==> config.mk <==
export PLATFORM = sky130hd
export DESIGN_NAME = attractor_detector_flat
export DESIGN_NICKNAME = d
export VERILOG_FILES = /design/src/rtl/gene_net_pkg.sv /design/src/rtl/attractor_detector_if.sv /design/src/rtl/attractor_detector_history_cam.sv /design/src/rtl/attractor_detector.sv /design/src/flat_wrapper.sv
export SDC_FILE = /design/constraint.sdc
export NUM_CORES = 1
export LEC_CHECK = 0
export CORE_MARGIN = 5
export CORE_UTILIZATION = 52
export CTS_CLUSTER_SIZE = 28
export DETAILED_ROUTE_END_ITERATION = 8
export PLACE_DENSITY = 0.75
export SETUP_SLACK_MARGIN = 0.15
export SLEW_MARGIN = 20
export SYNTH_ARGS = -nofsm -noshare
export SYNTH_HDL_FRONTEND = slang
export SYNTH_SLANG_ARGS = --single-unit
==> constraint.sdc <==
create_clock -name clk -period 3.3 [get_ports clk]
set_clock_uncertainty 0.1 [all_clocks]
set_input_delay 0.495 -clock clk [delete_from_list [all_inputs] [get_ports clk]]
set_output_delay 0.495 -clock clk [all_outputs]
set_load 0.03 [all_outputs]
==> src/rtl/gene_net_pkg.sv <==
// Shared types and helpers for the gene-network trajectory checkers.
package gene_net_pkg;

    localparam int GENE_W = 8;

    typedef enum logic [1:0] {
        IDLE,
        TRACK,
        DONE
    } fsm_state_t;

    function automatic int clog2(input int v);
        int r;
        r = 0;
        while ((1 << r) < v) r++;
        return r;
    endfunction

endpackage

==> src/rtl/attractor_detector_if.sv <==
// Controller <-> attractor detector signal bundle.
interface attractor_detector_if
    import gene_net_pkg::*;
#(
    parameter int WIDTH = GENE_W,
    parameter int DEPTH = 8,
    parameter int CNT_W = 8
);
    localparam int PER_W = clog2(DEPTH + 1);

    logic             start;
    logic [WIDTH-1:0] init_val;
    logic             x_valid;
    logic [WIDTH-1:0] x;
    logic             busy;
    logic             found;
    logic             fixed_pt;
    logic [PER_W-1:0] period;
    logic [CNT_W-1:0] transient;
    logic [WIDTH-1:0] attractor_state;
    logic [WIDTH-1:0] init_tag;
    logic             timeout;

    modport master (
        output start, init_val, x_valid, x,
        input  busy, found, fixed_pt, period, transient, attractor_state, init_tag, timeout
    );

    modport slave (
        input  start, init_val, x_valid, x,
        output busy, found, fixed_pt, period, transient, attractor_state, init_tag, timeout
    );

endinterface

==> src/rtl/attractor_detector_history_cam.sv <==
// Sample history shift register with parallel compare; hit_k is the
// 1-based lookback distance of the most recent matching entry.
module history_cam
    import gene_net_pkg::*;
#(
    parameter int WIDTH = GENE_W,
    parameter int DEPTH = 8,
    parameter int PER_W = clog2(DEPTH + 1)
) (
    input  logic             clk,
    input  logic             rst,
    input  logic             clear,
    input  logic             shift_en,
    input  logic [WIDTH-1:0] x,
    output logic             hit,
    output logic [PER_W-1:0] hit_k
);

    logic [WIDTH-1:0] h_q [DEPTH];
    logic [WIDTH-1:0] h_d [DEPTH];
    logic [DEPTH-1:0] valid_q;
    logic [DEPTH-1:0] valid_d;

    always_comb begin
        h_d     = h_q;
        valid_d = valid_q;
        if (clear) begin
            valid_d = '0;
        end else if (shift_en) begin
            h_d[0]     = x;
            valid_d[0] = 1'b1;
            for (int unsigned i = 1; i < DEPTH; i++) begin
                h_d[i]     = h_q[i-1];
                valid_d[i] = valid_q[i-1];
            end
        end
    end

    // Lowest index wins: the first entry found stays latched in hit_k.
    always_comb begin
        hit   = 1'b0;
        hit_k = '0;
        for (int unsigned i = 0; i < DEPTH; i++) begin
            if (!hit && valid_q[i] && (h_q[i] == x)) begin
                hit   = 1'b1;
                hit_k = PER_W'(i + 1);
            end
        end
    end

    always_ff @(posedge clk or negedge rst) begin
        if (!rst) begin
            h_q     <= '{default: '0};
            valid_q <= '0;
        end else begin
            h_q     <= h_d;
            valid_q <= valid_d;
        end
    end

endmodule

==> src/rtl/attractor_detector.sv <==
// Detects the fixed point or limit cycle a gene-network trajectory enters,
// reporting period, transient length and the state at detection.
module attractor_detector
    import gene_net_pkg::*;
#(
    parameter int WIDTH     = GENE_W,
    parameter int DEPTH     = 8,
    parameter int CNT_W     = 8,
    parameter int MAX_STEPS = 255
) (
    input logic                 clk,
    input logic                 rst,
    attractor_detector_if.slave bus
);

    localparam int PER_W = clog2(DEPTH + 1);

    fsm_state_t       state_q, state_d;
    logic [CNT_W-1:0] step_q, step_d;
    logic             found_q, found_d;
    logic             fixed_q, fixed_d;
    logic             timeout_q, timeout_d;
    logic [PER_W-1:0] period_q, period_d;
    logic [CNT_W-1:0] transient_q, transient_d;
    logic [WIDTH-1:0] attr_q, attr_d;
    logic [WIDTH-1:0] tag_q, tag_d;

    logic             clear;
    logic             shift_en;
    logic             hit;
    logic [PER_W-1:0] hit_k;

    history_cam #(
        .WIDTH (WIDTH),
        .DEPTH (DEPTH),
        .PER_W (PER_W)
    ) u_cam (
        .clk      (clk),
        .rst      (rst),
        .clear    (clear),
        .shift_en (shift_en),
        .x        (bus.x),
        .hit      (hit),
        .hit_k    (hit_k)
    );

    always_comb begin
        state_d     = state_q;
        step_d      = step_q;
        found_d     = found_q;
        fixed_d     = fixed_q;
        timeout_d   = timeout_q;
        period_d    = period_q;
        transient_d = transient_q;
        attr_d      = attr_q;
        tag_d       = tag_q;
        clear       = 1'b0;
        shift_en    = 1'b0;

        if (bus.start) begin
            // Any sample arriving with start is deliberately discarded.
            clear       = 1'b1;
            step_d      = '0;
            found_d     = 1'b0;
            fixed_d     = 1'b0;
            timeout_d   = 1'b0;
            period_d    = '0;
            transient_d = '0;
            attr_d      = '0;
            tag_d       = bus.init_val;
            state_d     = TRACK;
        end else begin
            unique case (state_q)
                TRACK: begin
                    if (bus.x_valid) begin
                        if (hit) begin
                            found_d     = 1'b1;
                            period_d    = hit_k;
                            transient_d = step_q - CNT_W'(hit_k);
                            attr_d      = bus.x;
                            fixed_d     = (hit_k == PER_W'(1));
                            state_d     = DONE;
                        end else begin
                            shift_en = 1'b1;
                            step_d   = step_q + 1'b1;
                            if (step_q == CNT_W'(MAX_STEPS - 1)) begin
                                timeout_d = 1'b1;
                                state_d   = DONE;
                            end
                        end
                    end
                end
                default: ;
            endcase
        end
    end

    always_ff @(posedge clk or negedge rst) begin
        if (!rst) begin
            state_q     <= IDLE;
            step_q      <= '0;
            found_q     <= 1'b0;
            fixed_q     <= 1'b0;
            timeout_q   <= 1'b0;
            period_q    <= '0;
            transient_q <= '0;
            attr_q      <= '0;
            tag_q       <= '0;
        end else begin
            state_q     <= state_d;
            step_q      <= step_d;
            found_q     <= found_d;
            fixed_q     <= fixed_d;
            timeout_q   <= timeout_d;
            period_q    <= period_d;
            transient_q <= transient_d;
            attr_q      <= attr_d;
            tag_q       <= tag_d;
        end
    end

    assign bus.busy            = (state_q == TRACK);
    assign bus.found           = found_q;
    assign bus.fixed_pt        = fixed_q;
    assign bus.period          = period_q;
    assign bus.transient       = transient_q;
    assign bus.attractor_state = attr_q;
    assign bus.init_tag        = tag_q;
    assign bus.timeout         = timeout_q;

endmodule

==> src/flat_wrapper.sv <==
// flat-port wrapper written by rule: the top's interface ports become plain ports
module attractor_detector_flat import gene_net_pkg::*;
#(
    parameter int WIDTH     = GENE_W,
    parameter int DEPTH     = 8,
    parameter int CNT_W     = 8,
    parameter int MAX_STEPS = 255
)
  (clk, rst, bus_start, bus_init_val, bus_x_valid, bus_x, bus_busy, bus_found, bus_fixed_pt, bus_period, bus_transient, bus_attractor_state, bus_init_tag, bus_timeout);
  attractor_detector_if #(.WIDTH(WIDTH), .DEPTH(DEPTH), .CNT_W(CNT_W)) bus_i ();
  input logic clk;
  input logic rst;
  input wire logic [$bits(bus_i.start)-1:0] bus_start;
  input wire logic [$bits(bus_i.init_val)-1:0] bus_init_val;
  input wire logic [$bits(bus_i.x_valid)-1:0] bus_x_valid;
  input wire logic [$bits(bus_i.x)-1:0] bus_x;
  output wire logic [$bits(bus_i.busy)-1:0] bus_busy;
  output wire logic [$bits(bus_i.found)-1:0] bus_found;
  output wire logic [$bits(bus_i.fixed_pt)-1:0] bus_fixed_pt;
  output wire logic [$bits(bus_i.period)-1:0] bus_period;
  output wire logic [$bits(bus_i.transient)-1:0] bus_transient;
  output wire logic [$bits(bus_i.attractor_state)-1:0] bus_attractor_state;
  output wire logic [$bits(bus_i.init_tag)-1:0] bus_init_tag;
  output wire logic [$bits(bus_i.timeout)-1:0] bus_timeout;
  assign bus_i.start = bus_start;
  assign bus_i.init_val = bus_init_val;
  assign bus_i.x_valid = bus_x_valid;
  assign bus_i.x = bus_x;
  assign bus_busy = bus_i.busy;
  assign bus_found = bus_i.found;
  assign bus_fixed_pt = bus_i.fixed_pt;
  assign bus_period = bus_i.period;
  assign bus_transient = bus_i.transient;
  assign bus_attractor_state = bus_i.attractor_state;
  assign bus_init_tag = bus_i.init_tag;
  assign bus_timeout = bus_i.timeout;
  attractor_detector #(.WIDTH(WIDTH), .DEPTH(DEPTH), .CNT_W(CNT_W), .MAX_STEPS(MAX_STEPS)) u_core (.clk(clk), .rst(rst), .bus(bus_i));
endmodule
==> results of run 1 <==
registers in the layout, summed over array words and instances, names as in the netlist, 2 cells and up:
register	cells
u_core.bus.transient	8
u_core.u_cam.h_q	64
u_core.step_q	8
u_core.u_cam.valid_q	8
u_core.state_q	2
u_core.bus.init_tag	8
u_core.bus.period	4
u_core.bus.attractor_state	8
per-stage QoR:
step / hold WS [ns] / TNS, ns / power (µW) / cell area, µm² / instances
after floorplan: 0.0994 / 0 / 2620 / 5630 / 459
after global placement: 0.352 / -2.46 / 2870 / 6550 / 677
after detailed placement: 0.368 / -6.55 / 2930 / 6550 / 677
after CTS: 0.362 / 0 / 4840 / 7250 / 713
after global routing: 0.252 / 0 / 5130 / 7510 / 731
final: 0.240 / 0 / 4900 / 7510 / 731
worst min path at each step:
stage | slack [ns] | start | to | cells after the start
after floorplan | 0.1 | rst | u_core.bus.attractor_state[0] | 0
after global placement | 0.35 | u_core.state_q[0] | u_core.state_q[0] | 1
after detailed placement | 0.37 | u_core.state_q[0] | u_core.state_q[0] | 1
after CTS | 0.36 | bus_start | u_core.u_cam.valid_q[1] | 2
after global routing | 0.25 | bus_x[5] | u_core.u_cam.h_q[61] | 2
final | 0.24 | bus_x[5] | u_core.u_cam.h_q[61] | 2
critical path: stages (launching register included):
cell	delay [ns]
dfrtp_1	0.44
xnor2_2	0.18
nand4_1	0.14
nor3_2	0.28
nor2_1	0.08
o31ai_2	0.26
nand2_1	0.11
ha_1	0.27
nor2b_1	0.13
o21a_1	0.21
o21ai_2	0.16
nand2_2	0.10
nor3_4	0.22
xnor2_1	0.09
a211oi_1	0.23
report_power, final:
| part | internal [µW] | switching, µW | leakage [µW] |
|---|---|---|---|
| registers | 1720 | 311 | 0.00143 |
| clock network | 1260 | 632 | 0.000302 |
| logic | 571 | 412 | 0.00148 |
cells in the final DEF, fill, tap and decap left out, types with 13 or more instances in the layout:
master	netlist	layout
buf_4	4	62
clkbuf_16	0	16
clkdlybuf4s50_1	0	41
dfrtp_1	113	113
mux2_1	60	60
mux2i_1	19	19
nand2_1	16	15
nand3_1	13	13
nor2_1	36	36
xnor2_1	70	62
cells by family (layout without fill, tap and decap cells):
kind of cell / after synthesis / count (layout) / synth area share (%)
AOI/OAI and AO/OA: 33 / 33 / 3.63
xor gates and xnor gates: 71 / 71 / 11.1
adders and majority gates: 8 / 8 / 1.91
buffers and inverters: 31 / 163 / 4.39
DFF: 113 / 113 / 50.3
muxes: 91 / 91 / 17.8
and+or+nand+nor: 112 / 112 / 10.9
what timing repair did:
| action | in CTS | in global routing |
|---|---|---|
| setup buffers | 4 | 17 |
| gates resized for setup | 13 | 31 |
| hold buffers | 1 | 0 |
| endpoints found under the hold margin | 53 | 0 |
| endpoints found under the setup margin | 4 | 5 |
| pin swaps | 8 | 23 |
| cloned | 0 | 1 |
routing by layer:
metal / vias to the layer above / wire (µm)
li1: 1830 / -
met1: 1956 / 5410
met2: 65 / 6190
met3: 24 / 440
met4: 0 / 320
met5: - / 0
final cells by class:
cell class,count,area (µm²),share of cell area [%]
Clock buffer,21,449,5.98
Timing Repair Buffer,125,1150,15.4
Sequential cell,113,2830,37.7
Inverter,7,26.3,0.350
Clock inverter,10,158,2.10
Multi-Input combinational cell,315,2720,36.2
Tap cell,140,175,2.33
==> results.yml, run 1 <==
status:
  status: "complete, no violations"
sta:
  hold_violations: 0
  post-route-min-period_ns: 3.08
  report.final.slew_viol_count: 0
  setup_viol: 0
  finalCritPeriodShare_pct: 93.4
  worst_slew_pin_slew_ns: 0.699
  max_freq_mhz: 325
  layout_setup_ws_ns: 0.219
  rsz0062_at_grt: "yes"
  max_slew_margin_pct: 53.4
routing:
  dr.pass1.iters: 4
  dr_total_vias: 3875
  ant_nets: 0
  drt_iter0_drc: 154
  routedWlPerCell_um: 16.9
  drc_errors: 0
  drt-total-wl_um: 12400
  vias_per_cell: 5.30
synth:
  synth_fp_nets: 487
  synth-main-ff-cell: "dfrtp_1"
  ys_ff_latch: 113
  synth-seq-area-share_pct: 50.3
  synth_edf_count: 0
  syn_area_per_cell_um2: 12.2
  synth_cell_type_count: 44
  ys_async_sr_fraction_pct: 100
  syn_inst: 459
  syn-cell-area_um2: 5620
  synthTopCellsByArea: "dfrtp_1 50%, mux2_1 12%, xnor2_1 11%"
  yosysWarningCount: 0
  synth.top_cell.area_share_pct: 50.3
  synthTopCellsByCount: "113 x dfrtp_1, 70 x xnor2_1, 60 x mux2_1"
  synth.most_common_cell: "dfrtp_1"
  yosysTopAreaCell: "dfrtp_1"
die:
  die_width_um: 114
  rows: 38
  io_pins: 52
  core-area_um2: 10700
  die_h_um: 114
  initial_utilization_pct: 52.5
  dieArea_um2: 13000
grt:
  track_usage_pct: 19.8
  grtUsageMet1_pct: 25.8
  met2_usage_pct: 31.3
  grt_use_met3_pct: 5.20
  busiest_layer: "met2"
  grt_max_degree: 56
  grt_pass1_wl_um: 20000
  grt_overflow: 0
  grt_pass1_vias: 4024
  antenna_found_initial: 0
placed_design:
  portBuffers: 51
  pre_cts_slack_ns: -0.665
  post-dp-hpwl_um: 8490
  gp_congestion: 0.797
final_layout:
  diodes: 0
  area_growth_pct: 33.6
  final_layout_size_suffix_gt1_share_pct: 25.7
  nNetsFinal: 607
  n_fill_cell: 735
  postLayoutCoreUtil_pct: 70.2
clocking:
  h-tree-depth: 4
  clock_sinks: 113
  cts_tree: "done"
  path_clk_slew_ns: 0.06
  cts_root_buffer: "clkbuf_8"
  cts_buffer_depth: 2
  worstSkewPairLatency_ns: 0.53
  cts_made_buffers: 17
setup_path:
  path_max_fanout: 3
  r2r_slack_ns: 0.22
  reg2reg_from: "u_core.u_cam.h_q[11]"
  r2r_cells: 14
  critPathKind: "reg -> reg"
  r2r_end: "u_core.bus.transient[7]"
  worstSetupEndpointType: "flop"
  cp-start-kind: "flop"
  startpoint: "u_core.u_cam.h_q[11]"
  cp.arrival_ns: 3.41
  critical_path.endpoint: "u_core.bus.transient[7]"
  required_ns: 3.63
run:
  cap_violations: 0
power_and_ir_drop:
  vdd_drop_max_mv: 0.542
  p_leak_uw: 0.00321
  p_per_area_nw_per_um2: 653
hold_path:
  min_path_type: "in -> reg"
Power figures use the tool's default switching activity.
==> inputs of run 2 (changes only) <==
--- a/config.mk
+++ b/config.mk
@@ -5,11 +5,12 @@
 export SDC_FILE = /design/constraint.sdc
 export NUM_CORES = 1
 export LEC_CHECK = 0
-export CORE_MARGIN = 5
+export CORE_MARGIN = 2
 export CORE_UTILIZATION = 52
 export CTS_CLUSTER_SIZE = 28
 export DETAILED_ROUTE_END_ITERATION = 8
-export PLACE_DENSITY = 0.75
+export DONT_BUFFER_PORTS = 1
+export PLACE_DENSITY = 0.69
 export SETUP_SLACK_MARGIN = 0.15
 export SLEW_MARGIN = 20
 export SYNTH_ARGS = -nofsm -noshare
==> results.yml, run 2 (synthesized netlist as in run 1, its figures left out) <==
grt:
  grt_overflow: 0
  track_usage_pct: 20.1
  grt_max_degree: 114
  antenna_found_initial: 0
  grt_pass1_wl_um: 17900
  grt_pass1_vias: 3525
routing:
  routedWlPerCell_um: 17.3
  vias_per_cell: 5.54
  drt-total-wl_um: 10800
  drt_iter0_drc: 180
  drc_errors: 0
  dr.pass1.iters: 4
  ant_nets: 0
  dr_total_vias: 3441
die:
  rows: 37
  die_h_um: 108
  die_width_um: 108
  initial_utilization_pct: 53.9
  core-area_um2: 10400
  dieArea_um2: 11700
  io_pins: 52
final_layout:
  final_layout_size_suffix_gt1_share_pct: 16.7
  final_cell_mix: "113 x dfrtp_1, 68 x xnor2_1, 60 x mux2_1"
  largest_reg_flops: 64
  nNetsFinal: 500
  largest-register: "u_core.u_cam.h_q"
  final_common_cell: "dfrtp_1"
  area_growth_pct: 15.5
  postLayoutCoreUtil_pct: 62.3
  final_area_um2: 6490
  diodes: 0
clocking:
  h-tree-depth: 4
  cts_root_buffer: "clkbuf_8"
  cts_made_buffers: 17
  cts_tree: "done"
  clock_sinks: 113
  cts_buffer_depth: 2
  worstSkewPairLatency_ns: 0.51
  path_clk_slew_ns: 0.06
sta:
  report.final.slew_viol_count: 0
  rsz0062_at_grt: "yes"
  finalCritPeriodShare_pct: 90.8
  max_freq_mhz: 334
  max_slew_margin_pct: 59.0
  worst_slew_pin_slew_ns: 0.610
  post-route-min-period_ns: 3.00
  tns_ns: 0
  hold_violations: 0
  setup_viol: 0
  layout_setup_ws_ns: 0.302
run:
  cap_violations: 0
setup_path:
  crit_family: "compound AO/OA/AOI/OAI gates"
  cpMaxStageDelayCell: "dfrtp_1"
  cp_num_cells: 15
  path_max_fanout: 3
  worstSetupEndpointType: "flop"
  critPathKind: "reg -> reg"
  cp-start-kind: "flop"
  cp_slowest_stage_delay_ns: 0.40
  critPathBufInv: 2
  cp.arrival_ns: 3.33
  r2r_cells: 15
  required_ns: 3.63
  cp_cell_sequence: "xnor2_1 > nand3_1 > nor3_4 > a21oi_1 > o21bai_1 > a21oi_2 > inv_1 > ha_1 > inv_1 > fa_2 > a21oi_2 > nor2b_1 > nor4_2 > xnor2_1 > a211oi_2"
power_and_ir_drop:
  p_per_area_nw_per_um2: 734
  comb_power_share_pct: 16.0
  power_uw: 4770
  swShare_pct: 26.2
  vdd_drop_max_mv: 0.388
  intPower_uw: 3520
  p_sw_uw: 1250
  pwr-share-clk_pct: 41.2
  p_leak_uw: 0.00270
  seq_power_share_pct: 42.9
hold_path:
  min_path_type: "in -> reg"
  holdPathStages: 1
placed_design:
  dpl-instance-area_um2: 5680
  post-dp-hpwl_um: 6980
  gp_congestion: 0.775
  portBuffers: 0
  pre_cts_slack_ns: 0.0387
status:
  status: "complete, no violations"
## run 2: layer usage
layer	wire length (µm)	global-route usage, %	share of wire [%]
met5	0	0	0
met4	210	8.33	1.9
met3	509	5.49	4.7
met2	5120	30.3	48
met1	4930	27.8	46
## run 2: layout make-up
type	instances	area, µm²
fill	803	3920
sequential	113	2830
multi-input combinational	315	2640
clock buffer	23	497
timing repair buffer	18	185
tap	136	170
clock inverter	9	150
inverter	7	26.3
## run 2: path summary, 6_finish.rpt
kind	start	to	slack, ns
worst min-delay path	bus_x[0]	u_core.u_cam.h_q[56]	0.02
min in group asynchronous	rst	u_core.bus.transient[5]	0.48
max in group asynchronous	rst	u_core.u_cam.h_q[26]	2.16
worst min register to register	u_core.state_q[0]	u_core.state_q[0]	0.37
worst max-delay path	u_core.u_cam.h_q[12]	u_core.bus.transient[6]	0.30
worst max register to register	u_core.u_cam.h_q[12]	u_core.bus.transient[6]	0.30
## run 2: timing repair
item / in CTS / in global routing
endpoints found under the setup margin: 1 / 4
pin swaps: 0 / 10
resized for setup: 3 / 12
buffers inserted: 0 / 3
endpoints found under the hold margin: 152 / 1
hold buffers: 3 / 1
## run 2: power groups by stage
| stage | clock [µW] | sequential, µW | combinational, µW |
|---|---|---|---|
| finish | 1960 | 2040 | 762 |
| global route | 2060 | 2090 | 845 |
| CTS | 1990 | 2040 | 761 |
| detailed placement | 0 | 2060 | 702 |
| global placement | 0 | 2040 | 685 |
| floorplan | 0 | 1970 | 649 |
## run 2: per-stage QoR
stage | hold slack (ns) | cells
finish | 0.0175 | 621
global placement | 0.102 | 582
floorplan | 0.0994 | 459
CTS | 0.000916 | 617
detailed placement | 0.102 | 582
global route | 0.000609 | 621
==> inputs of run 3 (changes only) <==
--- a/config.mk
+++ b/config.mk
@@ -5,11 +5,13 @@
 export SDC_FILE = /design/constraint.sdc
 export NUM_CORES = 1
 export LEC_CHECK = 0
+export ABC_CLOCK_PERIOD_IN_PS = 3300
 export CORE_MARGIN = 2
 export CORE_UTILIZATION = 52
 export CTS_CLUSTER_SIZE = 28
 export DETAILED_ROUTE_END_ITERATION = 8
 export DONT_BUFFER_PORTS = 1
+export GPL_TIMING_DRIVEN = 0
 export PLACE_DENSITY = 0.69
 export SETUP_SLACK_MARGIN = 0.15
 export SLEW_MARGIN = 20
==> results.yml, run 3 (synthesized netlist as in run 1, its figures left out) <==
status:
  status: "complete, no violations"
setup_path:
  cp_cell_sequence: "xnor2_1 > nand3_1 > nor3_4 > a21oi_2 > o21bai_1 > a21oi_2 > inv_2 > ha_1 > inv_1 > fa_2 > a21oi_2 > nor2b_2 > nor4_2 > xnor2_1 > a211oi_1"
  cpMostUsedCell: "a21oi_2"
  crit_family: "simple AND/OR/NAND/NOR gates"
  critPathBufInv: 2
  critPathKind: "reg -> reg"
  path_max_fanout: 3
  required_ns: 3.58
  cp-start-kind: "flop"
  worstSetupEndpointType: "flop"
  cp_slowest_stage_delay_ns: 0.40
  cpMaxStageDelayCell: "dfrtp_1"
  cp.arrival_ns: 3.26
power_and_ir_drop:
  seq_power_share_pct: 42.9
  swShare_pct: 27.7
  p_sw_uw: 1320
  comb_power_share_pct: 17.4
  intPower_uw: 3440
  vdd_drop_max_mv: 0.466
  p_leak_uw: 0.00275
  pwr-share-clk_pct: 39.7
  p_per_area_nw_per_um2: 718
clocking:
  worstSkewPairLatency_ns: 0.52
  cts_tree: "done"
  h-tree-depth: 4
  cts_root_buffer: "clkbuf_8"
  clock_sinks: 113
  cts_made_buffers: 17
  path_clk_slew_ns: 0.06
  cts_buffer_depth: 2
routing:
  ant_nets: 0
  drt_iter0_drc: 112
  drc_errors: 0
  drt-total-wl_um: 11200
  dr.pass1.iters: 4
  dr_total_vias: 3484
  vias_per_cell: 5.49
  routedWlPerCell_um: 17.7
die:
  dieArea_um2: 11700
  io_pins: 52
  core-area_um2: 10400
  die_h_um: 108
  die_width_um: 108
  rows: 37
  initial_utilization_pct: 53.9
grt:
  track_usage_pct: 21.3
  grt_pass1_wl_um: 18800
  grt_pass1_vias: 3607
  antenna_found_initial: 0
  busiest_layer: "met2"
  grt_use_met3_pct: 4.82
  grt_max_degree: 114
  grtUsageMet1_pct: 28.5
  met2_usage_pct: 35.1
  grt_overflow: 0
final_layout:
  nNetsFinal: 514
  area_growth_pct: 18.0
  final_cell_mix: "113 x dfrtp_1, 67 x xnor2_1, 60 x mux2_1"
  postLayoutCoreUtil_pct: 63.7
  final_layout_size_suffix_gt1_share_pct: 19.8
  diodes: 0
  final_common_cell: "dfrtp_1"
  largest_reg_flops: 64
  largest-register: "u_core.u_cam.h_q"
sta:
  worst_slew_pin_slew_ns: 0.774
  report.final.slew_viol_count: 0
  max_slew_margin_pct: 48.0
  setup_viol: 0
  finalCritPeriodShare_pct: 90.5
  max_freq_mhz: 335
  layout_setup_ws_ns: 0.312
  post-route-min-period_ns: 2.99
  hold_violations: 0
  rsz0062_at_grt: "yes"
placed_design:
  portBuffers: 0
  gp_congestion: 0.816
  pre_cts_slack_ns: -0.330
  post-dp-hpwl_um: 7520
run:
  cap_violations: 0
hold_path:
  min_path_type: "in -> reg"
==> run 3: repair_timing <==
action | CTS | global route
setup buffers | 0 | 6
gates resized for setup | 10 | 16
hold buffers | 2 | 0
endpoints found under the setup margin | 4 | 4
hold endpoints to repair | 113 | 0
pin swaps | 1 | 14
==> run 3: layer usage <==
| metal | vias up | part of all wire [%] |
|---|---|---|
| li1 | 1646 | - |
| met1 | 1768 | 45 |
| met2 | 58 | 50 |
| met3 | 12 | 3.4 |
| met4 | 0 | 0.95 |
| met5 | - | 0 |
==> run 3: layout make-up <==
cell class,count,area (µm²)
Timing Repair Buffer,8,82.6
Fill cell,826,3790
Tap cell,136,170
Inverter,7,26.3
Sequential cell,113,2830
Multi-Input combinational cell,315,2690
Clock inverter,14,189
Buffer,24,220
Clock buffer,18,428
==> run 3: through the flow <==
| stage | power [µW] | instances | area, µm² | TNS (ns) | hold slack (ns) |
|---|---|---|---|---|---|
| after floorplan | 2620 | 459 | 5630 | 0 | 0.0994 |
| after global placement | 2760 | 595 | 5800 | -0.775 | 0.102 |
| after detailed placement | 2810 | 595 | 5800 | -0.934 | 0.102 |
| after CTS | 4770 | 629 | 6500 | 0 | 0.0100 |
| after global routing | 5000 | 635 | 6630 | 0 | 0.00546 |
| final | 4760 | 635 | 6630 | 0 | 0.0232 |
==> run 3: power by group through the flow <==
stage / logic [µW] / clock network (µW) / registers, µW
after floorplan: 649 / 0 / 1970
after global placement: 729 / 0 / 2030
after detailed placement: 755 / 0 / 2050
after CTS: 818 / 1920 / 2030
after global routing: 920 / 1990 / 2090
final: 829 / 1890 / 2040
==> run 3: worst paths after layout <==
check / startpoint / endpoint / slack, ns / cells past startpoint
min in group asynchronous: rst / u_core.bus.period[3] / 0.51 / 2
max in group asynchronous: rst / u_core.u_cam.h_q[50] / 2.17 / 2
min: bus_init_val[6] / u_core.bus.init_tag[6] / 0.02 / 1
max: u_core.u_cam.h_q[15] / u_core.bus.transient[6] / 0.31 / 15
min reg2reg: u_core.state_q[0] / u_core.state_q[0] / 0.38 / 1
max reg2reg: u_core.u_cam.h_q[15] / u_core.bus.transient[6] / 0.31 / 15
